### src/rtl/gpio_mmio_if.sv
// Processor data-bus view of the GPIO register window: write strobe, byte address,
// write data, plus the combinational read data and window-hit returned by the peripheral.
interface gpio_mmio_if;
  logic        we;
  logic [31:0] addr;
  logic [31:0] wdata;
  logic [31:0] rdata;
  logic        hit;

  modport master (output we, addr, wdata, input rdata, hit);
  modport slave  (input we, addr, wdata, output rdata, hit);
endinterface

### src/rtl/gpio_mmio.sv
// Memory-mapped GPIO: synchronised switches with rising-edge capture/irq, LEDs with set/clr/toggle.
// Writes land on the sampling edge, reads are combinational, no backpressure; GPIO_DEBOUNCE_EN adds DB_CYCLES of switch filtering.
module gpio_mmio #(
  parameter int          NUM_SW    = 10,
  parameter int          NUM_LED   = 10,
  parameter logic [31:0] BASE_ADDR = 32'h0000_0400,
  parameter int          DB_CYCLES = 16
) (
  input  logic               clk,
  input  logic               nreset,
  gpio_mmio_if.slave         bus,
  input  logic [NUM_SW-1:0]  switches,
  output logic [NUM_LED-1:0] leds,
  output logic               irq
);

  localparam logic [2:0] off_sw_in = 3'd0;
  localparam logic [2:0] off_led   = 3'd1;
  localparam logic [2:0] off_set   = 3'd2;
  localparam logic [2:0] off_clr   = 3'd3;
  localparam logic [2:0] off_tgl   = 3'd4;
  localparam logic [2:0] off_edge  = 3'd5;
  localparam logic [2:0] off_mask  = 3'd6;

  logic [NUM_SW-1:0]  s1, s2, prev, sw_val;
  logic [NUM_SW-1:0]  edge_q, mask_q, rise, w1c, edge_next;
  logic [NUM_LED-1:0] led_wd;
  logic [1:0]         warm;
  logic [2:0]         off;
  logic               hit, wr;
  logic [31:0]        rd;

  assign hit    = (bus.addr[31:5] == BASE_ADDR[31:5]) && (bus.addr[1:0] == 2'b00);
  assign off    = bus.addr[4:2];
  assign wr     = bus.we & hit;
  assign led_wd = bus.wdata[NUM_LED-1:0];

  // Edges are ignored until the pipeline has flushed post-reset values, so a switch
  // held high through reset does not look like a fresh rise.
  assign rise      = sw_val & ~prev & {NUM_SW{warm == 2'd3}};
  assign w1c       = (wr && off == off_edge) ? bus.wdata[NUM_SW-1:0] : '0;
  assign edge_next = (edge_q & ~w1c) | rise;

`ifdef GPIO_DEBOUNCE_EN
  localparam int CW = $clog2(DB_CYCLES + 1);
  logic [NUM_SW-1:0][CW-1:0] db_cnt;
  logic [NUM_SW-1:0]         db_q;

  always_ff @(posedge clk) begin
    if (!nreset) begin
      db_cnt <= '0;
      db_q   <= '0;
    end else begin
      for (int i = 0; i < NUM_SW; i++) begin
        if (s2[i] == db_q[i]) begin
          db_cnt[i] <= '0;
        end else if (db_cnt[i] == CW'(DB_CYCLES - 1)) begin
          db_q[i]   <= s2[i];
          db_cnt[i] <= '0;
        end else begin
          db_cnt[i] <= db_cnt[i] + CW'(1);
        end
      end
    end
  end

  assign sw_val = db_q;
`else
  assign sw_val = s2;
`endif

  always_ff @(posedge clk) begin
    if (!nreset) begin
      s1     <= '0;
      s2     <= '0;
      prev   <= '0;
      warm   <= 2'd0;
      edge_q <= '0;
      mask_q <= '0;
      leds   <= '0;
      irq    <= 1'b0;
    end else begin
      s1     <= switches;
      s2     <= s1;
      prev   <= sw_val;
      edge_q <= edge_next;
      irq    <= |(edge_q & mask_q);
      if (warm != 2'd3) warm <= warm + 2'd1;
      if (wr) begin
        case (off)
          off_led:  leds   <= led_wd;
          off_set:  leds   <= leds | led_wd;
          off_clr:  leds   <= leds & ~led_wd;
          off_tgl:  leds   <= leds ^ led_wd;
          off_mask: mask_q <= bus.wdata[NUM_SW-1:0];
          default: ;
        endcase
      end
    end
  end

  always_comb begin
    rd = '0;
    case (off)
      off_sw_in: rd[NUM_SW-1:0]  = sw_val;
      off_led:   rd[NUM_LED-1:0] = leds;
      off_edge:  rd[NUM_SW-1:0]  = edge_q;
      off_mask:  rd[NUM_SW-1:0]  = mask_q;
      default: ;
    endcase
  end

  assign bus.hit   = hit;
  assign bus.rdata = hit ? rd : 32'd0;

  // Upper write-data bits beyond the configured widths have no destination.
  logic unused_ok;
  assign unused_ok = ^{bus.wdata, (DB_CYCLES > 1)};

endmodule
### src/flat_wrapper.sv
// flat-port wrapper written by rule: the top's interface ports become plain ports
module gpio_mmio_flat 
#(
  parameter int          NUM_SW    = 10,
  parameter int          NUM_LED   = 10,
  parameter logic [31:0] BASE_ADDR = 32'h0000_0400,
  parameter int          DB_CYCLES = 16
)
  (clk, nreset, switches, leds, irq, bus_we, bus_addr, bus_wdata, bus_rdata, bus_hit);
  gpio_mmio_if bus_i ();
  input  logic clk;
  input  logic nreset;
  input  logic [NUM_SW-1:0] switches;
  output logic [NUM_LED-1:0] leds;
  output logic irq;
  input wire logic [$bits(bus_i.we)-1:0] bus_we;
  input wire logic [$bits(bus_i.addr)-1:0] bus_addr;
  input wire logic [$bits(bus_i.wdata)-1:0] bus_wdata;
  output wire logic [$bits(bus_i.rdata)-1:0] bus_rdata;
  output wire logic [$bits(bus_i.hit)-1:0] bus_hit;
  assign bus_i.we = bus_we;
  assign bus_i.addr = bus_addr;
  assign bus_i.wdata = bus_wdata;
  assign bus_rdata = bus_i.rdata;
  assign bus_hit = bus_i.hit;
  gpio_mmio #(.NUM_SW(NUM_SW), .NUM_LED(NUM_LED), .BASE_ADDR(BASE_ADDR), .DB_CYCLES(DB_CYCLES)) u_core (.clk(clk), .nreset(nreset), .bus(bus_i), .switches(switches), .leds(leds), .irq(irq));
endmodule
### config.mk
export PLATFORM = sky130hd
export DESIGN_NAME = gpio_mmio_flat
export DESIGN_NICKNAME = d
export VERILOG_FILES = /design/src/rtl/gpio_mmio_if.sv /design/src/rtl/gpio_mmio.sv /design/src/flat_wrapper.sv
export SDC_FILE = /design/constraint.sdc
export NUM_CORES = 1
export LEC_CHECK = 0
export ABC_AREA = 1
export CAP_MARGIN = 20
export CORE_UTILIZATION = 50
export DETAILED_ROUTE_END_ITERATION = 8
export PLACE_DENSITY = 0.86
export SETUP_SLACK_MARGIN = 0.3
export SYNTH_ARGS = -nofsm -noshare
export SYNTH_HDL_FRONTEND = slang
export SYNTH_SLANG_ARGS = --single-unit
export TNS_END_PERCENT = 1
### constraint.sdc
create_clock -name clk -period 3.1 [get_ports clk]
set_input_delay 0.93 -clock clk [delete_from_list [all_inputs] [get_ports clk]]
set_output_delay 0.93 -clock clk [all_outputs]
set_load 0.02 [all_outputs]
# After elaboration in Yosys (flattened, before gate mapping)
# Index checks and enable logic that the tools add are counted.
# Widths: inputs -> output; s select.
[word_totals]
rom_bits = 0
ramBits = 0
reg_bits = 63
latchBits = 0
n_memories = 0
[classes]
magnitude_cmp = 0
n_mul = 0
n_bitwise = 12
n_reduce_logical = 8
n_div = 0
addsub = 1
shifts = 0
eq_ne = 9
n_mux = 4
[ops]
columns = ["cell", "n"]
rows = [
  ["$pmux 10 s4", 2],
  ["$and 10x10->10", 5],
  ["$not 10->10", 3],
  ["$eq 27x6->1 const B", 1],
  ["$mux 10", 2],
  ["$or 10x10->10", 2],
  ["$reduce_or 10->1", 1],
  ["$xor 10x10->10", 1],
  ["$eq 3x3->1 const B", 3],
  ["$eq 3x2->1 const B", 2],
  ["$reduce_and 2->1", 2],
  ["$reduce_bool 4->1", 1],
  ["$eq 3x1->1 const B", 1],
  ["$logic_not 3->1", 1],
  ["$add 2x1->2 const B", 1],
  ["$eq 2x2->1 const B", 1],
  ["$logic_and 1x1->1", 2],
  ["$logic_not 2->1", 1],
  ["$ne 2x2->1 const B", 1],
  ["$and 1x1->1", 1],
]

# Depth between registers and ports, before layout
# Gate-level depths: netlist (run 1).
[logic_depth]
word_depth = 8
mapped_depth = 11

# Least setup slack after synthesis (run 1)
# Ideal clock, no wire load.
[synth_timing]
path_type = "input to output"
from = "input bus_addr[4]"
to = "output bus_rdata[0]"
required_time_ns = 2.170
arrival_ns = 2.047
slack_ns = 0.123
cell_stages = 7
n_path_buf = 1
cell_sequence = "buf_2 inv_1 nor3_4 inv_2 o21ai_0 a21oi_1 a21oi_1"
[synth_via]
elab_chain_len = 3
word_cells_on_any_way = 6
classes_between = "eq/ne (3); mux (2); reduce/logical (1)"
[synth_lines]
columns = ["item", "line_no", "rtl"]
rows = [
  ["start: declaration", "flat_wrapper.sv:17", "input wire logic [$bits(bus_i.addr)-1:0] bus_addr;"],
  ["$eq 3x3->1, or another cell as far along", "gpio_mmio.sv:104", "case (off)"],
  ["$pmux 10 s4 (*)", "gpio_mmio.sv:104", ""],
  ["$mux 10 (*)", "gpio_mmio.sv:114", "assign bus.rdata = hit ? rd : 32'd0;"],
  ["end: declaration", "flat_wrapper.sv:19", "output wire logic [$bits(bus_i.rdata)-1:0] bus_rdata;"],
]
# Mark *: on every way between the ends. The rest lies on a longest branch, timed or not.

# Final worst setup path (run 1)
[layout_timing]
from = "input bus_addr[4]"
to = "output bus_rdata[7]"
# Same word-level chain as after synthesis.

==> flow_metrics.env, run 1 <==
export IMPL_status="finished with violations"
export IMPL_failed_checks="setup timing"
export IMPL_critPathTopFamily="buffers and inverters"
export IMPL_first_global_vias=4063
export IMPL_crit_path_top_delay_cell="nor3_4"
export IMPL_hold_viol_final=0
export IMPL_area_growth_pct=38.5
export IMPL_grt_first_pass_wirelength_um=17400
export IMPL_hp_start="u_core.s1[0]"
export IMPL_dr_total_vias=4076
export IMPL_synthesis_yosys_warnings=0
export IMPL_drv_cap=0
export IMPL_end_kind="output pin"
export IMPL_final_cell_count_no_fill=790
export IMPL_peakVddDrop_v=0.000375
export IMPL_wl_per_cell_um=14.4
export IMPL_cts_buffers=9
export IMPL_fin_nets=787
export IMPL_min_period_ns=3.13
export IMPL_yosys_top_cells_area="dfxtp_1 34%, nand2_1 14%, inv_1 11%, nor2_1 7.4%, ha_1 7.1%"
export IMPL_setup_tns_ns=-0.128
export IMPL_rrSetupSlack_ns=1.73
export IMPL_place_gp_congestion=0.869
export IMPL_yosys_most_used_dff="dfxtp_1"
export IMPL_synthesis_instances=560
export IMPL_rsz0062_at_grt="yes"
export IMPL_path_buf_inv=5
export IMPL_r2r_end="u_core.leds[9]"
export IMPL_cts_tree="done"
export IMPL_path_common_cell="buf_6"
export IMPL_whs_endpoint="u_core.s2[0]"
export IMPL_cp_max_fo=5
export IMPL_skew_ns=0.00916
export IMPL_clock_path_buffers=2
export IMPL_dr_pass1_iters=5
export IMPL_crit_chain="buf_2 > buf_6 > inv_6 > nor3_4 > clkinvlp_4 > o22ai_1 > a21oi_1 > a21oi_2 > buf_6"
export IMPL_cts_clk_slew_worst_paths_ns=0.07
export IMPL_avgSynthCellArea_um2=6.61
export IMPL_die_h_um=88.0
export IMPL_synth_area_um2=3700
export IMPL_setup_ws_ns=-0.0343
export IMPL_dieArea_um2=7750
export IMPL_slowest_delay_ns=0.26
export IMPL_drt_antenna_violating_nets=0
export IMPL_cts_root_buf="clkbuf_8"
export IMPL_synth_edf_count=0
export IMPL_antenna_found_initial=0
export IMPL_grt_util_all_layers=0.297
export IMPL_io_buffer_count=76
export IMPL_die_width_um=88.0
export IMPL_hold_depth=2
export IMPL_power_leakage_nw=2.50
export IMPL_fmax_ghz=0.319
export IMPL_layout_drive_gt1_share=0.233
export IMPL_globalRouteOverflowTotal=0
export IMPL_synthArstFlopShare=0
export IMPL_post_place_cells=745
export IMPL_yosysTopAreaCellShare=0.341
export IMPL_arrival_ns=2.20
export IMPL_max_slew_margin=0.640
export IMPL_worstSetupPathType="in -> out"
export IMPL_final_cell_mix="130 x nand2_1, 102 x inv_1, 68 x nor2_1"
export IMPL_diodes=0
export IMPL_setup_violations=8
export IMPL_vias_per_cell=5.16
export IMPL_htree_num_levels=3
export IMPL_startpoint_type="primary input"
export IMPL_p_per_area_nw_per_um2=371
export IMPL_drv_slew=0
export IMPL_rows=30
export IMPL_drc=0
export IMPL_synth_top_area_cell="dfxtp_1"
export IMPL_grt_max_degree=25
export IMPL_coreArea_um2=6980
export IMPL_post_route_util=0.734
export IMPL_mostFrequentLayoutCell="nand2_1"
export IMPL_start_util=0.530
export IMPL_clk_latency_ns=0.35
export IMPL_drt_iter0_markers=326
export IMPL_regToRegStartpoint="u_core.leds[9]"
export IMPL_tightest_slew_ns=0.538
export IMPL_ys_ff_latch=63
export IMPL_routed_wl_um=11400
export IMPL_crit_required_ns=2.17
export IMPL_reg2regPathDepth=8
export IMPL_hp_class="reg -> reg"
export IMPL_nFillCells=527
export IMPL_dp_hpwl_um=7380
export IMPL_io_pins=121
export IMPL_cts_sinks=63
export IMPL_yosysUniqueCellTypes=29
export IMPL_ys_seq_area_frac=0.341
export IMPL_fin_crit_sh=1.01
## where the power goes
part / switching [mW] / internal [mW] / leakage [nW] / total (mW)
combinational: 0.178 / 0.135 / 1.88 / 0.313
clock: 0.358 / 0.380 / 0.100 / 0.739
sequential: 0.0160 / 0.835 / 0.513 / 0.851
total: 0.552 / 1.35 / 2.50 / 1.90
## per-stage QoR
| stage | hold slack, ns | power [mW] | area (um2) | setup WS, ns |
|---|---|---|---|---|
| 2_1_floorplan | 0.390 | 1.03 | 3840 | 0.289 |
| 3_3_place_gp | 0.393 | 1.13 | 4690 | -0.788 |
| 3_5_place_dp | 0.398 | 1.14 | 4690 | -0.832 |
| 4_1_cts | 0.415 | 1.89 | 5080 | 0.0253 |
| 5_1_grt | 0.427 | 1.97 | 5120 | -0.133 |
| 6_report | 0.416 | 1.90 | 5120 | -0.0343 |
## per-layer routing
layer / GRT usage / up-vias / wire (um)
li1: - / 1931 / -
met1: 0.297 / 1869 / 4080
met2: 0.542 / 219 / 5710
met3: 0.0641 / 57 / 987
met4: 0.216 / 0 / 622
met5: 0 / - / 0
## logic make-up (layout without fill, tap and decap cells)
kind of cell               Yosys count  count (layout)  synth area share
and+or+nand+nor                    267             267             0.319
other                                1              22           0.00101
AOI/OAI and AO/OA                   59              59            0.0872
xor gates and xnor gates             1               1           0.00237
buffers and inverters              148             261             0.179
DFF                                 63              63             0.341
adders and majority gates           21              21            0.0710
## cells in the mapped netlist (all sizes together), types with 2 or more instances
cell	number
a21oi	34
buf	33
clkbuf	7
dfxtp	63
ha	21
inv	107
nand2	135
nand3	13
nand3b	10
nand4	21
nor2	84
nor3	2
o21ai	15
o22ai	9
## worst max path at each step
stage | from | to | slack (ns) | cells after the start
finish | bus_addr[4] | bus_rdata[7] | -0.03 | 9
detailed placement | bus_addr[4] | bus_rdata[5] | -0.83 | 9
global route | bus_addr[10] | u_core.mask_q[4] | -0.13 | 21
global placement | bus_addr[4] | bus_rdata[2] | -0.79 | 9
CTS | bus_addr[2] | bus_rdata[1] | 0.03 | 8
floorplan | bus_addr[4] | bus_rdata[2] | 0.29 | 7
## repair_timing
action	4_1_cts	5_1_grt
resized for setup	183	20
setup buffers	27	0
pin swaps	36	6
hold buffers	0	0
endpoints found under the setup margin	11	31
gates cloned	2	0
## state kept, by name, indices dropped and copies added (netlist names)
signal	count
u_core.prev	10
u_core.warm	2
u_core.s2	10
u_core.edge_q	10
u_core.mask_q	10
u_core.leds	10
u_core.s1	10
u_core.irq	1
## final cells by class
| cell class | instances | area (um2) | area share |
|---|---|---|---|
| clock buffer | 9 | 124 | 0.0242 |
| clock inverter | 7 | 81.3 | 0.0159 |
| inverter | 108 | 414 | 0.0808 |
| multi-input combinational | 370 | 1980 | 0.386 |
| sequential | 63 | 1260 | 0.246 |
| tap | 96 | 120 | 0.0234 |
| timing repair buffer | 136 | 1140 | 0.222 |
| timing repair inverter | 1 | 7.51 | 0.00146 |
## tightest hold or removal path, stage by stage (launching register included)
cell and delay [ns]:
dfxtp_1 0.31, nand2_1 0.04, inv_1 0.04
Note: power is estimated with default switching activity, not from simulation.
==> inputs of run 2 (changes only) <==
- CORE_UTILIZATION: 50 -> 42
- PLACE_DENSITY: 0.86 -> 0.77
- clock period: 3.1 -> 2.6 ns (I/O delays scaled with it)
==> run 2 against run 1 <==
Compared with the run above:
- the flow still finishes with violations (setup timing)
- first-iteration DRC count shrank 19%
- combinational power rose by 6%
- wire length fell by 15%
- global-route usage shrank 7.9 points
- highest routed layer unchanged
==> flow_metrics.env, run 2 (synthesis gave the netlist of run 1 again) <==
export IMPL_cts_root_buf="clkbuf_8"
export IMPL_dr_wl_met3_um=633
export IMPL_status="finished with violations"
export IMPL_coreArea_um2=8380
export IMPL_fin_nets=764
export IMPL_r2r_end="u_core.leds[2]"
export IMPL_fmax_ghz=0.354
export IMPL_final_cell_mix="133 x nand2_1, 102 x inv_1, 71 x nor2_1"
export IMPL_layout_drive_gt1_share=0.176
export IMPL_globalRouteOverflowTotal=0
export IMPL_power_leakage_nw=2.50
export IMPL_dp_hpwl_um=7080
export IMPL_io_buffer_count=76
export IMPL_die_h_um=95.9
export IMPL_drt_antenna_violating_nets=0
export IMPL_p_per_area_nw_per_um2=420
export IMPL_cts_buffers=9
export IMPL_cp_max_fo=6
export IMPL_nFillCells=763
export IMPL_mostFrequentLayoutCell="nand2_1"
export IMPL_grt_first_pass_wirelength_um=15300
export IMPL_start_util=0.442
export IMPL_place_area_um2=4710
export IMPL_drv_cap=0
export IMPL_end_kind="output pin"
export IMPL_first_global_vias=3474
export IMPL_wl_met1_um=4050
export IMPL_multi_input_area_um2=1950
export IMPL_post_route_util=0.597
export IMPL_seqCellArea_um2=1260
export IMPL_fin_crit_sh=1.09
export IMPL_worstSetupPathType="in -> out"
export IMPL_peakVddDrop_v=0.000360
export IMPL_hold_viol_final=0
export IMPL_final_cell_count_no_fill=776
export IMPL_routed_wl_um=9740
export IMPL_setup_ws_ns=-0.223
export IMPL_drv_slew=0
export IMPL_post_place_cells=752
export IMPL_crit_chain="buf_6 > buf_8 > nand3_4 > inv_2 > buf_6 > o31ai_4 > clkbuf_16 > a21oi_2 > buf_4"
export IMPL_cts_clk_slew_worst_paths_ns=0.07
export IMPL_crit_path_top_delay_cell="o31ai_4"
export IMPL_hp_class="reg -> reg"
export IMPL_crit_required_ns=1.82
export IMPL_htree_num_levels=3
export IMPL_slowest_delay_ns=0.38
export IMPL_wl_per_cell_um=12.6
export IMPL_diodes=0
export IMPL_drc=0
export IMPL_vias_per_cell=4.81
export IMPL_clock_path_buffers=2
export IMPL_area_growth_pct=35.2
export IMPL_io_pins=121
export IMPL_hp_start="u_core.s1[7]"
export IMPL_place_gp_congestion=0.888
export IMPL_antenna_found_initial=0
export IMPL_cts_sinks=63
export IMPL_final_area_um2=5000
export IMPL_failed_checks="setup timing"
export IMPL_min_period_ns=2.82
export IMPL_path_common_cell="buf_6"
export IMPL_dr_pass1_iters=6
export IMPL_rows=33
export IMPL_setup_violations=11
export IMPL_reg2regPathDepth=8
export IMPL_dieArea_um2=9190
export IMPL_arrival_ns=2.04
export IMPL_cp_endpoint="bus_rdata[2]"
export IMPL_skew_ns=0.00819
export IMPL_cts_hold_buf=0
export IMPL_clk_latency_ns=0.35
export IMPL_critPathLaunch="bus_addr[2]"
export IMPL_setup_tns_ns=-2.17
export IMPL_rrSetupSlack_ns=1.24
export IMPL_grt_max_degree=32
export IMPL_wl_met2_um=4890
export IMPL_cts_tree="done"
export IMPL_die_width_um=95.9
export IMPL_rsz0062_at_grt="yes"
export IMPL_top_layer_used="met4"
export IMPL_regToRegStartpoint="u_core.leds[2]"
export IMPL_startpoint_type="primary input"
export IMPL_dr_total_vias=3736
export IMPL_drt_iter0_markers=264
export IMPL_grt_util_all_layers=0.218
==> run 2: cell count changes in the layout (fill, tap and decap cells not counted), moves of 3 or more <==
cell	before	now
nor2_1	68	71
a21oi_4	1	4
buf_2	20	0
nand2_2	5	1
nand2_1	130	133
a21oi_2	12	6
clkdlybuf4s15_1	9	4
clkbuf_2	1	14
dlymetal6s2s_1	0	12
a21oi_1	21	24
o21ai_2	4	0
buf_4	58	36
o21ai_0	5	11
==> run 2: area by class of cell <==
class,instances,share of cell area
tap,105,0.0263
clock inverter,7,0.0110
multi-input combinational,370,0.390
clock buffer,9,0.0248
timing repair buffer,114,0.213
inverter,108,0.0828
sequential,63,0.252
==> run 2: worst min-delay path by stage <==
stage	end	depth (start not counted)
finish	u_core.s2[7]	2
global route	u_core.s2[6]	2
CTS	u_core.s2[7]	2
detailed placement	u_core.s2[4]	2
global placement	u_core.s2[0]	2
floorplan	u_core.s2[0]	2
==> run 2: repair_timing <==
action / CTS / global route
hold endpoints to repair: 0 / 0
gates cloned: 0 / 1
resized for setup: 77 / 68
buffers inserted: 2 / 5
pin swaps: 2 / 27
setup endpoints to repair: 11 / 11
==> run 2: worst max-delay path, delay by kind of cell <==
kind,cells,cell delay (ns)
AO/OA/AOI/OAI,2,0.41
AND/OR/NAND/NOR,1,0.08
buffers and inverters,6,0.76
==> run 2: power by group <==
part           internal, mW  total [mW]  switching, mW  leakage [nW]
sequential            0.996        1.01         0.0169         0.513
clock                 0.352       0.757          0.405        0.0862
combinational         0.144       0.331          0.188          1.90
total                  1.49        2.10          0.610          2.50
==> run 2: layer usage <==
layer / vias up / GRT usage
met4: 0 / 0.0634
met1: 1705 / 0.250
met2: 132 / 0.396
met3: 19 / 0.0569
li1: 1880 / -
met5: - / 0
==> run 2: stage by stage <==
step                setup slack, ns  hold slack [ns]  total power [mW]
detailed placement            -1.03            0.401              1.36
finish                       -0.223            0.409              2.10
CTS                          -0.404            0.411              2.12
global placement              -1.00            0.393              1.35
global route                 -0.265            0.426              2.21
floorplan                    0.0895            0.390              1.23
==> inputs of run 3 (changes only) <==
- SKIP_CTS_REPAIR_TIMING: unset -> 1
- TNS_END_PERCENT: 1 -> unset
==> run 3 against run 2 <==
Compared with the run above:
- sequential power about the same
- sequential share of layout area down 0.63 points
- highest routed layer unchanged
- largest cell class unchanged
- the flow still finishes with violations (setup timing)
- cell area up 2.6%
==> flow_metrics.env, run 3 (synthesis gave the netlist of run 1 again) <==
export IMPL_grt_first_pass_wirelength_um=15800
export IMPL_cts_root_buf="clkbuf_8"
export IMPL_clock_path_buffers=2
export IMPL_hp_class="reg -> reg"
export IMPL_arrival_ns=2.00
export IMPL_coreArea_um2=8380
export IMPL_max_slew_margin=0.488
export IMPL_io_pins=121
export IMPL_grt_util_all_layers=0.223
export IMPL_post_place_cells=751
export IMPL_die_h_um=95.9
export IMPL_wl_per_cell_um=13.2
export IMPL_power_leakage_nw=2.44
export IMPL_rrSetupSlack_ns=1.22
export IMPL_failed_checks="setup timing"
export IMPL_status="finished with violations"
export IMPL_place_gp_congestion=0.900
export IMPL_fin_crit_sh=1.07
export IMPL_dr_total_vias=3835
export IMPL_r2r_end="u_core.leds[2]"
export IMPL_cts_buffers=9
export IMPL_p_total_mw=2.31
export IMPL_setup_violations=10
export IMPL_worstSetupPathType="in -> out"
export IMPL_clk_latency_ns=0.34
export IMPL_dp_hpwl_um=7330
export IMPL_drv_cap=0
export IMPL_mostFrequentLayoutCell="nand2_1"
export IMPL_p_per_area_nw_per_um2=450
export IMPL_final_area_um2=5130
export IMPL_start_util=0.442
export IMPL_skew_ns=0.00965
export IMPL_final_cell_mix="129 x nand2_1, 101 x inv_1, 63 x dfxtp_1"
export IMPL_cp_endpoint="bus_rdata[5]"
export IMPL_min_period_ns=2.78
export IMPL_io_buffer_count=76
export IMPL_drv_slew=0
export IMPL_hold_depth=2
export IMPL_drt_antenna_violating_nets=0
export IMPL_place_area_um2=4680
export IMPL_drc=0
export IMPL_area_growth_pct=38.6
export IMPL_cts_clk_slew_worst_paths_ns=0.07
export IMPL_dr_pass1_iters=5
export IMPL_startpoint_type="primary input"
export IMPL_antenna_found_initial=0
export IMPL_layout_drive_gt1_share=0.239
export IMPL_setup_ws_ns=-0.182
export IMPL_reg2regPathDepth=8
export IMPL_drt_iter0_markers=155
export IMPL_hold_viol_final=0
export IMPL_fin_nets=766
export IMPL_first_global_vias=3519
export IMPL_rows=33
export IMPL_cp_max_fo=5
export IMPL_end_kind="output pin"
export IMPL_cts_tree="done"
export IMPL_final_cell_count_no_fill=778
export IMPL_pre_cts_slack_ns=-1.08
export IMPL_cts_sinks=63
export IMPL_vias_per_cell=4.93
export IMPL_tightest_slew_ns=0.764
export IMPL_die_width_um=95.9
export IMPL_dieArea_um2=9190
export IMPL_regToRegStartpoint="u_core.leds[2]"
export IMPL_nFillCells=726
export IMPL_fmax_ghz=0.359
export IMPL_critPathLaunch="bus_addr[15]"
export IMPL_crit_required_ns=1.82
export IMPL_rsz0062_at_grt="yes"
export IMPL_globalRouteOverflowTotal=0
export IMPL_post_route_util=0.612
export IMPL_diodes=0
export IMPL_peakVddDrop_v=0.000296
export IMPL_htree_num_levels=3
export IMPL_grt_max_degree=39
export IMPL_routed_wl_um=10300
[run 3: cell types whose count changed in the layout (fill, tap and decap cells not counted), sizes merged]
cell	change
buf	+11
dlymetal6s2s	-11
clkbuf	+7
clkdlybuf4s15	-5
bufinv	+2
clkinv	-2
clkinvlp	+2
inv	-2
[run 3: power by group]
part	total (mW)	switching [mW]	internal (mW)	leakage, nW
Combinational	0.350	0.203	0.147	1.82
Clock	0.947	0.380	0.566	0.110
Sequential	1.01	0.0166	0.996	0.513
Total	2.31	0.601	1.71	2.44
[run 3: worst max-delay path, stage by stage]
cell	delay, ns
clkbuf_2	0.09
nor2_1	0.18
nand2_2	0.10
nor2_4	0.11
nand2_4	0.06
nor2_4	0.16
o31ai_4	0.10
buf_6	0.15
a21oi_4	0.13
buf_6	0.13
[run 3: metrics by stage]
step	setup TNS (ns)	hold WS [ns]
after floorplan	0	0.390
after global placement	-10.55	0.397
after detailed placement	-12.05	0.399
after CTS	-11.38	0.415
after global routing	-2.13	0.428
final	-1.72	0.414
[run 3: per-layer routing]
metal | share of wire | vias to the layer above | global-route usage
li1 | - | 1891 | -
met1 | 0.40 | 1746 | 0.273
met2 | 0.50 | 182 | 0.389
met3 | 0.087 | 16 | 0.0545
met4 | 0.014 | 0 | 0.0597
met5 | 0 | - | 0
[run 3: final cells by class]
cell class / instances / area, um2 / share of cell area
clock buffer: 11 / 141 / 0.0276
clock inverter: 5 / 81.3 / 0.0158
inverter: 108 / 424 / 0.0827
multi-input combinational: 370 / 2080 / 0.405
sequential: 63 / 1260 / 0.246
tap: 105 / 131 / 0.0256
timing repair buffer: 114 / 1000 / 0.196
timing repair inverter: 2 / 12.5 / 0.00244
[run 3: worst min-delay path by stage]
stage,start,to,slack (ns)
after floorplan,u_core.s1[0],u_core.s2[0],0.39
after detailed placement,u_core.s1[6],u_core.s2[6],0.40
after global placement,u_core.s1[0],u_core.s2[0],0.40
after global routing,u_core.s1[0],u_core.s2[0],0.43
after CTS,u_core.s1[6],u_core.s2[6],0.41
final,u_core.s1[4],u_core.s2[4],0.41
